===== config.mk =====
export PLATFORM = sky130hd
export DESIGN_NAME = mag_countdown_timer
export DESIGN_NICKNAME = d
export VERILOG_FILES = /design/src/rtl/mag_countdown_timer.sv
export SDC_FILE = /design/constraint.sdc
export NUM_CORES = 1
export LEC_CHECK = 0
export BUFFER_PORTS_ARGS = -buffer_cell sky130_fd_sc_hd__buf_2
export CAP_MARGIN = 0
export CORE_MARGIN = 8
export CORE_UTILIZATION = 36
export DETAILED_ROUTE_END_ITERATION = 7
export HOLD_SLACK_MARGIN = 0.12
export PLACE_DENSITY_LB_ADDON = 0.25
export SETUP_SLACK_MARGIN = 0.3
export SYNTH_ARGS = -nofsm -noshare
export SYNTH_HDL_FRONTEND = slang
export SYNTH_SLANG_ARGS = --single-unit

===== constraint.sdc =====
create_clock -name clk -period 2.55 [get_ports clk]
set_clock_uncertainty 0.1 [all_clocks]
set_input_delay 0.255 -clock clk [delete_from_list [all_inputs] [get_ports clk]]
set_output_delay 0.255 -clock clk [all_outputs]
set_load 0.01 [all_outputs]

===== src/rtl/mag_countdown_timer.sv =====
// Microwave MM:SS countdown timer. Keypad digits shift in from the right while idle,
// and the count runs down once per second while the magnetron is enabled.
module mag_countdown_timer #(
  parameter int unsigned TICKS_PER_SEC = 100
) (
  input  logic       clk,
  input  logic       reset,
  input  logic       mag_on,
  input  logic       clearn,
  input  logic       load,
  input  logic [3:0] digit,
  output logic [3:0] min_tens,
  output logic [3:0] min_ones,
  output logic [3:0] sec_tens,
  output logic [3:0] sec_ones,
  output logic       timer_done,
  output logic       done_pulse
);

  localparam int unsigned PW = (TICKS_PER_SEC > 2) ? $clog2(TICKS_PER_SEC) : 1;
  localparam logic [PW-1:0] PRESC_MAX = PW'(TICKS_PER_SEC - 1);

  logic [PW-1:0] presc_r;
  logic [15:0]   digits_r;
  logic          timer_done_r;
  logic          done_pulse_r;

  logic          load_ok_s;
  logic          run_s;
  logic          tick_s;
  logic [15:0]   dec_s;
  logic [15:0]   digits_nxt_s;
  logic [PW-1:0] presc_nxt_s;
  logic          pulse_nxt_s;

  // One-second BCD decrement of {min_tens, min_ones, sec_tens, sec_ones}. Seconds above 59
  // are left as entered; 00:00 is returned unchanged.
  function automatic logic [15:0] bcd_dec(input logic [15:0] t);
    logic [3:0] mt;
    logic [3:0] mo;
    logic [3:0] st;
    logic [3:0] so;
    {mt, mo, st, so} = t;
    if (so != 4'd0) begin
      so = so - 4'd1;
    end else if (st != 4'd0) begin
      so = 4'd9;
      st = st - 4'd1;
    end else if ({mt, mo} != 8'd0) begin
      so = 4'd9;
      st = 4'd5;
      if (mo != 4'd0) begin
        mo = mo - 4'd1;
      end else begin
        mo = 4'd9;
        mt = mt - 4'd1;
      end
    end else begin
      so = 4'd0;
    end
    return {mt, mo, st, so};
  endfunction

  assign load_ok_s = load && !mag_on && clearn && (digit <= 4'd9);
  assign run_s     = mag_on && !timer_done_r;
  assign tick_s    = run_s && (presc_r == PRESC_MAX);
  assign dec_s     = bcd_dec(digits_r);

  // Next-state selection: clear beats load beats the running count.
  always_comb begin
    digits_nxt_s = digits_r;
    presc_nxt_s  = presc_r;
    pulse_nxt_s  = 1'b0;
    if (!clearn) begin
      digits_nxt_s = 16'h0000;
      presc_nxt_s  = '0;
    end else if (load_ok_s) begin
      digits_nxt_s = {digits_r[11:0], digit};
      presc_nxt_s  = '0;
    end else if (tick_s) begin
      digits_nxt_s = dec_s;
      presc_nxt_s  = '0;
      pulse_nxt_s  = (dec_s == 16'h0000);
    end else if (run_s) begin
      presc_nxt_s  = presc_r + PW'(1);
    end else begin
      presc_nxt_s  = presc_r;
    end
  end

  // State and output registers; timer_done tracks the digits being loaded this edge.
  always_ff @(posedge clk or posedge reset) begin
    if (reset) begin
      presc_r      <= '0;
      digits_r     <= 16'h0000;
      timer_done_r <= 1'b1;
      done_pulse_r <= 1'b0;
    end else begin
      presc_r      <= presc_nxt_s;
      digits_r     <= digits_nxt_s;
      timer_done_r <= (digits_nxt_s == 16'h0000);
      done_pulse_r <= pulse_nxt_s;
    end
  end

  assign min_tens   = digits_r[15:12];
  assign min_ones   = digits_r[11:8];
  assign sec_tens   = digits_r[7:4];
  assign sec_ones   = digits_r[3:0];
  assign timer_done = timer_done_r;
  assign done_pulse = done_pulse_r;

endmodule


==> reports/metrics.csv, run 1 <==
stage,metric,value,unit
global_route,grt_pass1_wl,8901,um
worst_setup_path,worstReg2RegStart,digits_r[0],
sta,max-slew-margin-rel,0.6243,
worst_setup_path,r2r-end,timer_done,
worst_setup_path,crit_required,2.67,ns
sta,fin_crit,2.504,ns
detailed_routing,drc_errors,0,
floorplan,fp.dieH,86.50,um
detailed_routing,vias,1801,
yosys,syn_inst,198,
floorplan,die_w,86.50,um
sta,final-setup-viol-count,0,
yosys,synth_edf_count,0,
power,irDropWorstVdd,0.2397,mV
floorplan,die-area,0.007482,mm^2
floorplan,start_util,0.3763,
global_route,grt_max_degree,26,
hold_path,holdPathStages,3,
sta,hold_viol_final,0,
clock_network,clk_pin_slew,0.09,ns
final_layout,layout-drive-gt1-share,0.3969,
clock_network,insertion_delay,0.27,ns
placement,hpwl,4195,um
placement,place.gp.congestion,0.9605,
worst_setup_path,ff2ff_path_depth,9,
flow_run,drv_cap,0,
worst_setup_path,worstPathArrival,2.62,ns
global_route,antenna_found_initial,0,
power,leakagePower,1.055,nW
clock_network,root_buffer,clkbuf_8,
yosys,async_reset_ff_frac,1.000,
worst_setup_path,crit_buf_inv,1,
yosys,synth_seq_area_share,0.3503,
yosys,ys_warn_count,0,
sta,rsz0062_at_grt,true,
floorplan,io_pins,27,
worst_setup_path,cp_slowest_cell,or4_4,
yosys,synth_seq_cells,25,
worst_setup_path,crit_type,flip-flop to flip-flop,
final_layout,stdcell_area,0.002369,mm^2
global_route,grt_pass1_vias,1757,
global_route,grt_overflow_total,0,
global_route,grt_use_total,0.1525,
final_layout,final_core_util,0.4982,
hold_path,hold_end,digits_r[1],
floorplan,std_cell_rows,25,
worst_setup_path,cp_slowest_stage_delay,0.46,ns
worst_setup_path,critPathLaunchType,flip-flop,
worst_setup_path,crit_family,simple AND/OR/NAND/NOR gates,
power,finalPower,1.042,mW
final_layout,fin_nets,273,
clock_network,htree_num_levels,1,
clock_network,clock_path_buffers,2,
worst_setup_path,worst-path-max-fanout,3,
detailed_routing,wl,5570,um
yosys,synth_area_per_cell,9.036,um^2
power,power-per-cell-area,440.0,mW/mm^2
final_layout,diodes,0,
clock_network,numClockSinks,25,
hold_path,hold_path.class,primary input to flip-flop,
yosys,synthFlopType,dfrtp_1,
sta,hold_slack,0.2215,ns
placement,placedInstanceArea,0.002167,mm^2
detailed_routing,drt_iter0_markers,168,
worst_setup_path,cp-end-kind,flip-flop,
clock_network,cts_tree,yes,
yosys,synth_area,0.001789,mm^2
sta,min_period_over_period,0.9820,
placement,dpl.cell_count,312,
worst_setup_path,path_cells,inv_2 -> ha_4 -> or3b_4 -> or4_4 -> nor2_4 -> mux2i_2 -> a41oi_2 -> nor4_1 -> and4_1,
yosys,ys_types,56,
run_status,status,finished clean,
hold_path,hold_start,digit[1],
placement,dpl_worst_slack,0.01451,ns
detailed_routing,viasPerCell,5.559,
floorplan,design.core.area,0.004755,mm^2
sta,max_freq,399.4,MHz
sta,slew_viol_final,0,
detailed_routing,wl_per_cell,17.19,um
clock_network,numCtsBuffers,3,
sta,tightest_slew,0.5577,ns
worst_setup_path,ff2ff_setup_slack,0.05,ns
final_layout,stdcell_count,324,
detailed_routing,dr.pass1.iters,4,
final_layout,layout_commonest_cell,buf_4,
final_layout,layout_common_cells,"35 x buf_4, 26 x buf_2, 22 x nor2_1, 22 x dfrtp_1",
sta,setup_ws,0.04602,ns
sta,fin_setup_tns,0,ns
final_layout,area.growth.synth_to_final,32.38,%
detailed_routing,ant_nets,0,
yosys,syn-num-nets,213,
worst_setup_path,crit_start,digits_r[0],
placement,io_buffers,26,
[timing repair]
item / in CTS / in global routing
pin swaps: 2 / 2
endpoints found under the hold margin: 24 / 0
hold buffers: 1 / 0
buffers inserted: 5 / 2
gates resized for setup: 5 / 18
setup endpoints to repair: 6 / 9
[synth_stat cells (all sizes together) (2+ instances only)]
library cell  number  area (um^2)
o2111ai            2        17.52
mux2i              3        30.03
nand4              4        40.04
or4                2        15.01
o31ai              3        22.52
nand2             11        43.80
nor2b              3        18.77
a31oi              3        18.77
a211oi             5        37.54
nor4b              3        56.31
xor2               3        26.28
o211a              2        20.02
inv                8        30.03
o21ai             15        75.07
dfrtp             24        600.6
nor4               2        12.51
ha                 6        75.07
o21a               2        15.01
or3                3        18.77
nand3             13        65.06
nor3b              2        26.28
buf                5        46.29
xnor2              4        35.03
nor2              23        86.33
o211ai             2        15.01
a21oi             10        50.05
clkbuf             3        21.27
nor3              11        55.05
[worst max path at each step]
stage	endpoint	slack (ns)	cells after the start
6_report	timer_done	0.05	9
3_5_place_dp	timer_done	0.01	9
5_1_grt	timer_done	-0.06	9
2_1_floorplan	timer_done	0.07	9
3_3_place_gp	timer_done	0.06	9
4_1_cts	timer_done	0.03	9
[sequential cells by signal, indices dropped and copies added (netlist names)]
| register | count |
|---|---|
| digits_r | 16 |
| timer_done | 1 |
| done_pulse | 1 |
| presc_r | 7 |
[kinds of logic after synthesis]
group,synth area share
and+or+nand+nor,0.2860
AOI/OAI and AO/OA,0.2056
DFF,0.3504
buffers and inverters,0.05664
xor gates and xnor gates,0.03427
adders and majority gates,0.04196
muxes,0.02517
[worst register-to-register path, stage by stage, from the launching register on]
cell and delay (ns):
dfrtp_2 0.42, inv_2 0.08, ha_4 0.14, or3b_4 0.37, or4_4 0.46, nor2_4 0.13, mux2i_2 0.25, a41oi_2 0.13
nor4_1 0.17, and4_1 0.21
[per-layer routing]
layer	vias up	wire, um	GRT usage
li1	857	-	-
met1	875	2494	0.1988
met2	63	2635	0.2486
met3	6	367	0.02457
met4	0	73	0.05008
met5	-	0	0
[layout make-up]
| type | instances | area, um^2 |
|---|---|---|
| clock buffer | 4 | 45.04 |
| inverter | 9 | 33.78 |
| timing repair buffer | 63 | 414.1 |
| multi-input combinational | 156 | 1162 |
| sequential | 25 | 629.4 |
| tap | 67 | 83.83 |
| fill | 478 | 2386 |
[report_power, final]
part,internal (mW),total (mW),switching [mW],leakage (nW)
clock network,0.112,0.246,0.134,0.0228
registers,0.417,0.438,0.0204,0.337
logic,0.162,0.359,0.196,0.695
total,0.692,1.04,0.350,1.06
No activity file was read; power rests on OpenSTA's default activity.
==> run 2: changes to the inputs <==
--- a/config.mk
+++ b/config.mk
@@ -11,6 +11,7 @@
 export CORE_UTILIZATION = 36
 export DETAILED_ROUTE_END_ITERATION = 7
 export HOLD_SLACK_MARGIN = 0.12
+export MAX_ROUTING_LAYER = met4
 export PLACE_DENSITY_LB_ADDON = 0.25
 export SETUP_SLACK_MARGIN = 0.3
 export SYNTH_ARGS = -nofsm -noshare
==> run 2 against run 1 <==
  * Register-to-register slack got worse by 0.02 ns
  * Largest power group unchanged
  * First-iteration DRC count is 45% higher
  * Utilization up 1.4 points
  * Via count up 2.1%
  * Fmax is 0.76% lower
  * Combinational power rose by 3%
  * Sequential power is essentially flat
  * Wire length grew 1.8%
  * Critical path type unchanged
  * Critical path depth unchanged
==> reports/metrics.csv, run 2 (synthesis gave the netlist of run 1 again) <==
stage,metric,value,unit
run_status,status,finished clean,
worst_setup_path,worstPathArrival,2.65,ns
final_layout,layout_common_cells,"42 x buf_4, 26 x buf_2, 22 x nor2_1, 22 x dfrtp_1, 13 x nand3_1",
detailed_routing,ant_nets,0,
detailed_routing,wl_per_cell,17.14,um
detailed_routing,viasPerCell,5.553,
sta,min_period_over_period,0.9895,
final_layout,fin_nets,280,
placement,place.gp.congestion,0.9485,
global_route,grt_max_degree,26,
worst_setup_path,crit_required,2.68,ns
final_layout,layout-drive-gt1-share,0.4205,
final_layout,area.growth.synth_to_final,36.08,%
floorplan,design.core.area,0.004755,mm^2
worst_setup_path,path_cells,inv_2 -> ha_4 -> or3b_4 -> buf_4 -> or3_1 -> a21oi_1 -> a211oi_1 -> nor4b_1 -> and4_1,
floorplan,die-area,0.007482,mm^2
detailed_routing,drt_iter0_markers,243,
detailed_routing,vias,1838,
global_route,grt_pass1_wl,8956,um
power,p_int,0.6964,mW
global_route,grt_overflow_total,0,
clock_network,htree_num_levels,1,
sta,fin_crit,2.523,ns
clock_network,root_buffer,clkbuf_8,
floorplan,start_util,0.3763,
sta,hold_viol_final,0,
power,irDropWorstVdd,0.2036,mV
power,power_switching,0.3674,mW
global_route,grt_use_total,0.1541,
final_layout,top_regs,"digits_r (16), presc_r (7)",
worst_setup_path,cp-end-kind,flip-flop,
clock_network,numCtsBuffers,3,
final_layout,layout_commonest_cell,buf_4,
clock_network,numClockSinks,25,
hold_path,hold_path.class,primary input to flip-flop,
sta,rsz0062_at_grt,true,
final_layout,final_core_util,0.5121,
hold_path,holdPathStages,3,
detailed_routing,drc_errors,0,
clock_network,clock_path_buffers,2,
worst_setup_path,cp_slowest_cell,dfrtp_2,
final_layout,diodes,0,
sta,final-setup-viol-count,0,
sta,max-slew-margin-rel,0.6384,
worst_setup_path,ff2ff_path_depth,9,
floorplan,io_pins,27,
placement,dpl.cell_count,313,
sta,tightest_slew,0.5368,ns
sta,fin_setup_tns,0,ns
sta,slew_viol_final,0,
power,pwr-share-clk,0.242,
power,leakagePower,1.089,nW
detailed_routing,dr.pass1.iters,4,
global_route,antenna_found_initial,0,
power,power-per-cell-area,436.9,mW/mm^2
floorplan,std_cell_rows,25,
sta,max_freq,396.3,MHz
final_layout,largest_register,digits_r,
power,power_frac_seq,0.412,
placement,io_buffers,26,
global_route,grt_pass1_vias,1746,
final_layout,stdcell_count,331,
floorplan,die_w,86.50,um
power,swShare,0.3453,
floorplan,fp.dieH,86.50,um
sta,hold_slack,0.1992,ns
flow_run,drv_cap,0,
worst_setup_path,critPathLaunchType,flip-flop,
worst_setup_path,cp_slowest_stage_delay,0.42,ns
clock_network,clk_pin_slew,0.10,ns
clock_network,insertion_delay,0.28,ns
placement,hpwl,4133,um
final_layout,largest_reg_flops,16,
detailed_routing,wl,5673,um
final_layout,fillers,438,
worst_setup_path,worst-path-max-fanout,12,
worst_setup_path,crit_type,flip-flop to flip-flop,
clock_network,cts_tree,yes,
power,combPwrFrac,0.346,
[run 2: critical path, delay by kind of cell, from the launching register on]
kind	cells	cell delay, ns
buffers and inverters	2	0.27
and+or+nand+nor	4	1.26
AOI/OAI and AO/OA	2	0.29
DFF	1	0.42
adders and majority gates	1	0.13
[run 2: stage by stage]
stage	cell area [um^2]	total power [mW]	worst slack [ns]
floorplan	1803	0.6393	0.06591
global placement	2175	0.7567	0.02939
detailed placement	2175	0.7554	0.03485
CTS	2305	1.026	0.05344
global route	2435	1.111	-0.03360
finish	2435	1.064	0.02678
[run 2: timing repair]
action                                 CTS  global route
setup endpoints to repair                6            10
gates resized for setup                  7            21
buffers inserted                         6             7
hold buffers                             1             0
pin swaps                                3             4
endpoints found under the hold margin   24             0
[run 2: path summary, 6_finish.rpt]
path	slack, ns	from	endpoint
worst max register to register	0.03	digits_r[0]	timer_done
min in group asynchronous	0.47	reset	digits_r[5]
worst min-delay path	0.20	digit[2]	digits_r[2]
max in group asynchronous	1.58	reset	timer_done
worst min register to register	0.46	presc_r[6]	presc_r[6]
worst max-delay path	0.03	digits_r[0]	timer_done
[run 2: layer usage]
metal	up-vias	track usage	part of all wire	wire length (um)
met5	-	-	0	0
met3	10	0.02741	0.084	477
met2	90	0.2382	0.46	2629
met4	0	0.04382	0.017	94
li1	879	-	-	-
met1	859	0.2007	0.44	2471
[run 2: layout make-up]
class,count,area (um^2),area share
Clock buffer,3,41.29,0.01696
Timing Repair Buffer,70,466.7,0.1917
Multi-Input combinational cell,156,1175,0.4825
Inverter,9,33.78,0.01387
Clock inverter,1,5.005,0.002055
Tap cell,67,83.83,0.03443
Sequential cell,25,629.4,0.2585
[run 2: power by group through the flow]
stage | registers [mW] | logic [mW] | clock network, mW
6_report | 0.438 | 0.368 | 0.258
5_1_grt | 0.440 | 0.400 | 0.271
4_1_cts | 0.437 | 0.333 | 0.255
3_5_place_dp | 0.444 | 0.312 | 0
3_3_place_gp | 0.445 | 0.312 | 0
2_1_floorplan | 0.452 | 0.187 | 0
==> run 3: changes to the inputs <==
--- a/config.mk
+++ b/config.mk
@@ -12,8 +12,8 @@
 export DETAILED_ROUTE_END_ITERATION = 7
 export HOLD_SLACK_MARGIN = 0.12
 export MAX_ROUTING_LAYER = met4
-export PLACE_DENSITY_LB_ADDON = 0.25
 export SETUP_SLACK_MARGIN = 0.3
+export SLEW_MARGIN = 30
 export SYNTH_ARGS = -nofsm -noshare
 export SYNTH_HDL_FRONTEND = slang
 export SYNTH_SLANG_ARGS = --single-unit
==> constraint.sdc (replaced) <==
create_clock -name clk -period 2.55 [get_ports clk]
set_clock_uncertainty 0.1 [all_clocks]
set_input_delay 0.255 -clock clk [delete_from_list [all_inputs] [get_ports clk]]
set_output_delay 0.255 -clock clk [all_outputs]
set_load 0.005 [all_outputs]
==> run 3 against run 2 <==
  * Fmax hardly changed
  * Die area stayed put
  * Clock power is 5% lower
  * Non-clock buffer count is 2 higher
  * Final area is 1.4% higher
  * Worst setup slack worse by 0.0011 ns
  * Global-route usage hardly changed
  * First-iteration DRC count is 7.0% lower
  * Via count is 1.8% higher
  * Combinational power hardly changed
  * Sequential cell count stayed put
  * Critical endpoint unchanged
  * Highest routed layer unchanged
==> reports/metrics.csv, run 3 (synthesis gave the netlist of run 1 again) <==
stage,metric,value,unit
clock_network,clk_pin_slew,0.09,ns
power,power-per-cell-area,426.6,mW/mm^2
clock_network,numClockSinks,25,
hold_path,hold_start,digit[2],
detailed_routing,wl_met1,2554,um
sta,fin_crit,2.524,ns
worst_setup_path,worstPathArrival,2.64,ns
placement,io_buffers,26,
worst_setup_path,cp_slowest_stage_delay,0.46,ns
floorplan,start_util,0.3763,
global_route,antenna_found_initial,0,
global_route,grt_pass1_vias,1824,
detailed_routing,drt_iter0_markers,226,
hold_path,hold_end,digits_r[2],
sta,rsz0062_at_grt,true,
worst_setup_path,path_cells,inv_2 -> ha_4 -> or3b_4 -> or4_4 -> nor2_4 -> mux2i_2 -> a41oi_2 -> nor4_1 -> and4_1,
detailed_routing,vias,1871,
power,leakagePower,1.106,nW
worst_setup_path,cp_slowest_cell,or4_4,
floorplan,io_pins,27,
placement,dpl_worst_slack,0.04759,ns
detailed_routing,drc_errors,0,
power,irDropWorstVdd,0.2912,mV
final_layout,layout_commonest_cell,buf_4,
sta,setup_ws,0.02564,ns
clock_network,htree_num_levels,1,
detailed_routing,met3RoutedLength,437,um
flow_run,drv_cap,0,
detailed_routing,dr.pass1.iters,4,
floorplan,die_w,86.50,um
worst_setup_path,ff2ff_setup_slack,0.03,ns
worst_setup_path,crit_required,2.67,ns
final_layout,diodes,0,
worst_setup_path,critPathLaunchType,flip-flop,
clock_network,root_buffer,clkbuf_8,
detailed_routing,top_layer_used,met4,
sta,hold_viol_final,0,
sta,slew_viol_final,0,
sta,max_freq,396.1,MHz
detailed_routing,wl,5663,um
global_route,grt_pass1_wl,9025,um
worst_setup_path,r2r-end,timer_done,
clock_network,cts_tree,yes,
floorplan,design.core.area,0.004755,mm^2
placement,hpwl,4133,um
worst_setup_path,crit_type,flip-flop to flip-flop,
global_route,grt_max_degree,26,
final_layout,layout-drive-gt1-share,0.4286,
sta,max-slew-margin-rel,0.5929,
global_route,grt_use_total,0.1539,
power,finalPower,1.053,mW
final_layout,largest_reg_flops,16,
placement,dpl.cell_count,314,
worst_setup_path,worstReg2RegStart,digits_r[0],
run_status,status,finished clean,
clock_network,numCtsBuffers,3,
sta,hold_slack,0.2168,ns
sta,min_period_over_period,0.9899,
sta,fin_setup_tns,0,ns
floorplan,die-area,0.007482,mm^2
final_layout,fin_nets,282,
final_layout,fillers,467,
final_layout,regArea,626.9,um^2
detailed_routing,wl_per_cell,17.01,um
sta,final-setup-viol-count,0,
detailed_routing,ant_nets,0,
hold_path,hold_path.class,primary input to flip-flop,
detailed_routing,viasPerCell,5.619,
worst_setup_path,crit_start,digits_r[0],
detailed_routing,met2_length,2617,um
final_layout,area.growth.synth_to_final,37.97,%
sta,tightest_slew,0.6043,ns
floorplan,std_cell_rows,25,
worst_setup_path,ff2ff_path_depth,9,
worst_setup_path,worst-path-max-fanout,3,
worst_setup_path,cp-end-kind,flip-flop,
global_route,grt_overflow_total,0,
final_layout,stdcell_count,333,
floorplan,fp.dieH,86.50,um
clock_network,insertion_delay,0.27,ns
placement,place.gp.congestion,0.9874,
final_layout,layout_common_cells,"43 x buf_4, 26 x buf_2, 24 x dfrtp_1, 21 x nor2_1, 13 x o21ai_0",
final_layout,largest_register,digits_r,
clock_network,clock_path_buffers,2,
hold_path,holdPathStages,3,
final_layout,top_regs,"digits_r (16), presc_r (7)",
final_layout,multiInputGateArea,0.001181,mm^2
==> run 3: metal layers <==
metal  vias up  track usage
li1        872            -
met1       893       0.2063
met2        98       0.2368
met3         8      0.03403
met4         0      0.01878
met5         -            -
==> run 3: metrics by stage <==
step                area (um^2)  utilization
finish                     2469       0.5192
global route               2469       0.5192
CTS                        2338       0.4918
detailed placement         2192       0.4611
global placement           2192       0.4611
floorplan                  1800            -
==> run 3: worst max path at each step <==
stage / end / slack, ns
final: timer_done / 0.03
after global routing: timer_done / -0.03
after CTS: timer_done / 0.08
after detailed placement: timer_done / 0.05
after global placement: timer_done / 0.04
after floorplan: timer_done / 0.06
==> run 3: worst max-delay path: cells and delay by family, from the launching register on <==
family                     cells  cell delay [ns]
muxes                          1             0.28
AOI/OAI and AO/OA              1             0.13
buffers and inverters          1             0.09
DFF                            1             0.40
and+or+nand+nor                5             1.34
adders and majority gates      1             0.13
==> run 3: area by class of cell <==
class | count | area share
timing repair buffer | 72 | 0.2002
tap | 67 | 0.03396
clock inverter | 1 | 0.003041
clock buffer | 3 | 0.01673
sequential | 25 | 0.2539
inverter | 9 | 0.01368
multi-input combinational | 156 | 0.4785
==> run 3: what timing repair did <==
action | in CTS | in global routing
gates resized for setup | 11 | 21
hold buffers | 1 | 0
pin swaps | 8 | 4
hold endpoints to repair | 24 | 0
setup buffers | 7 | 7
endpoints found under the setup margin | 5 | 8
==> run 3: report_power, final <==
| part | internal, mW | switching, mW | leakage, nW |
|---|---|---|---|
| combinational | 0.175 | 0.196 | 0.744 |
| sequential | 0.417 | 0.0201 | 0.340 |
| clock | 0.111 | 0.135 | 0.0217 |
| total | 0.702 | 0.351 | 1.11 |
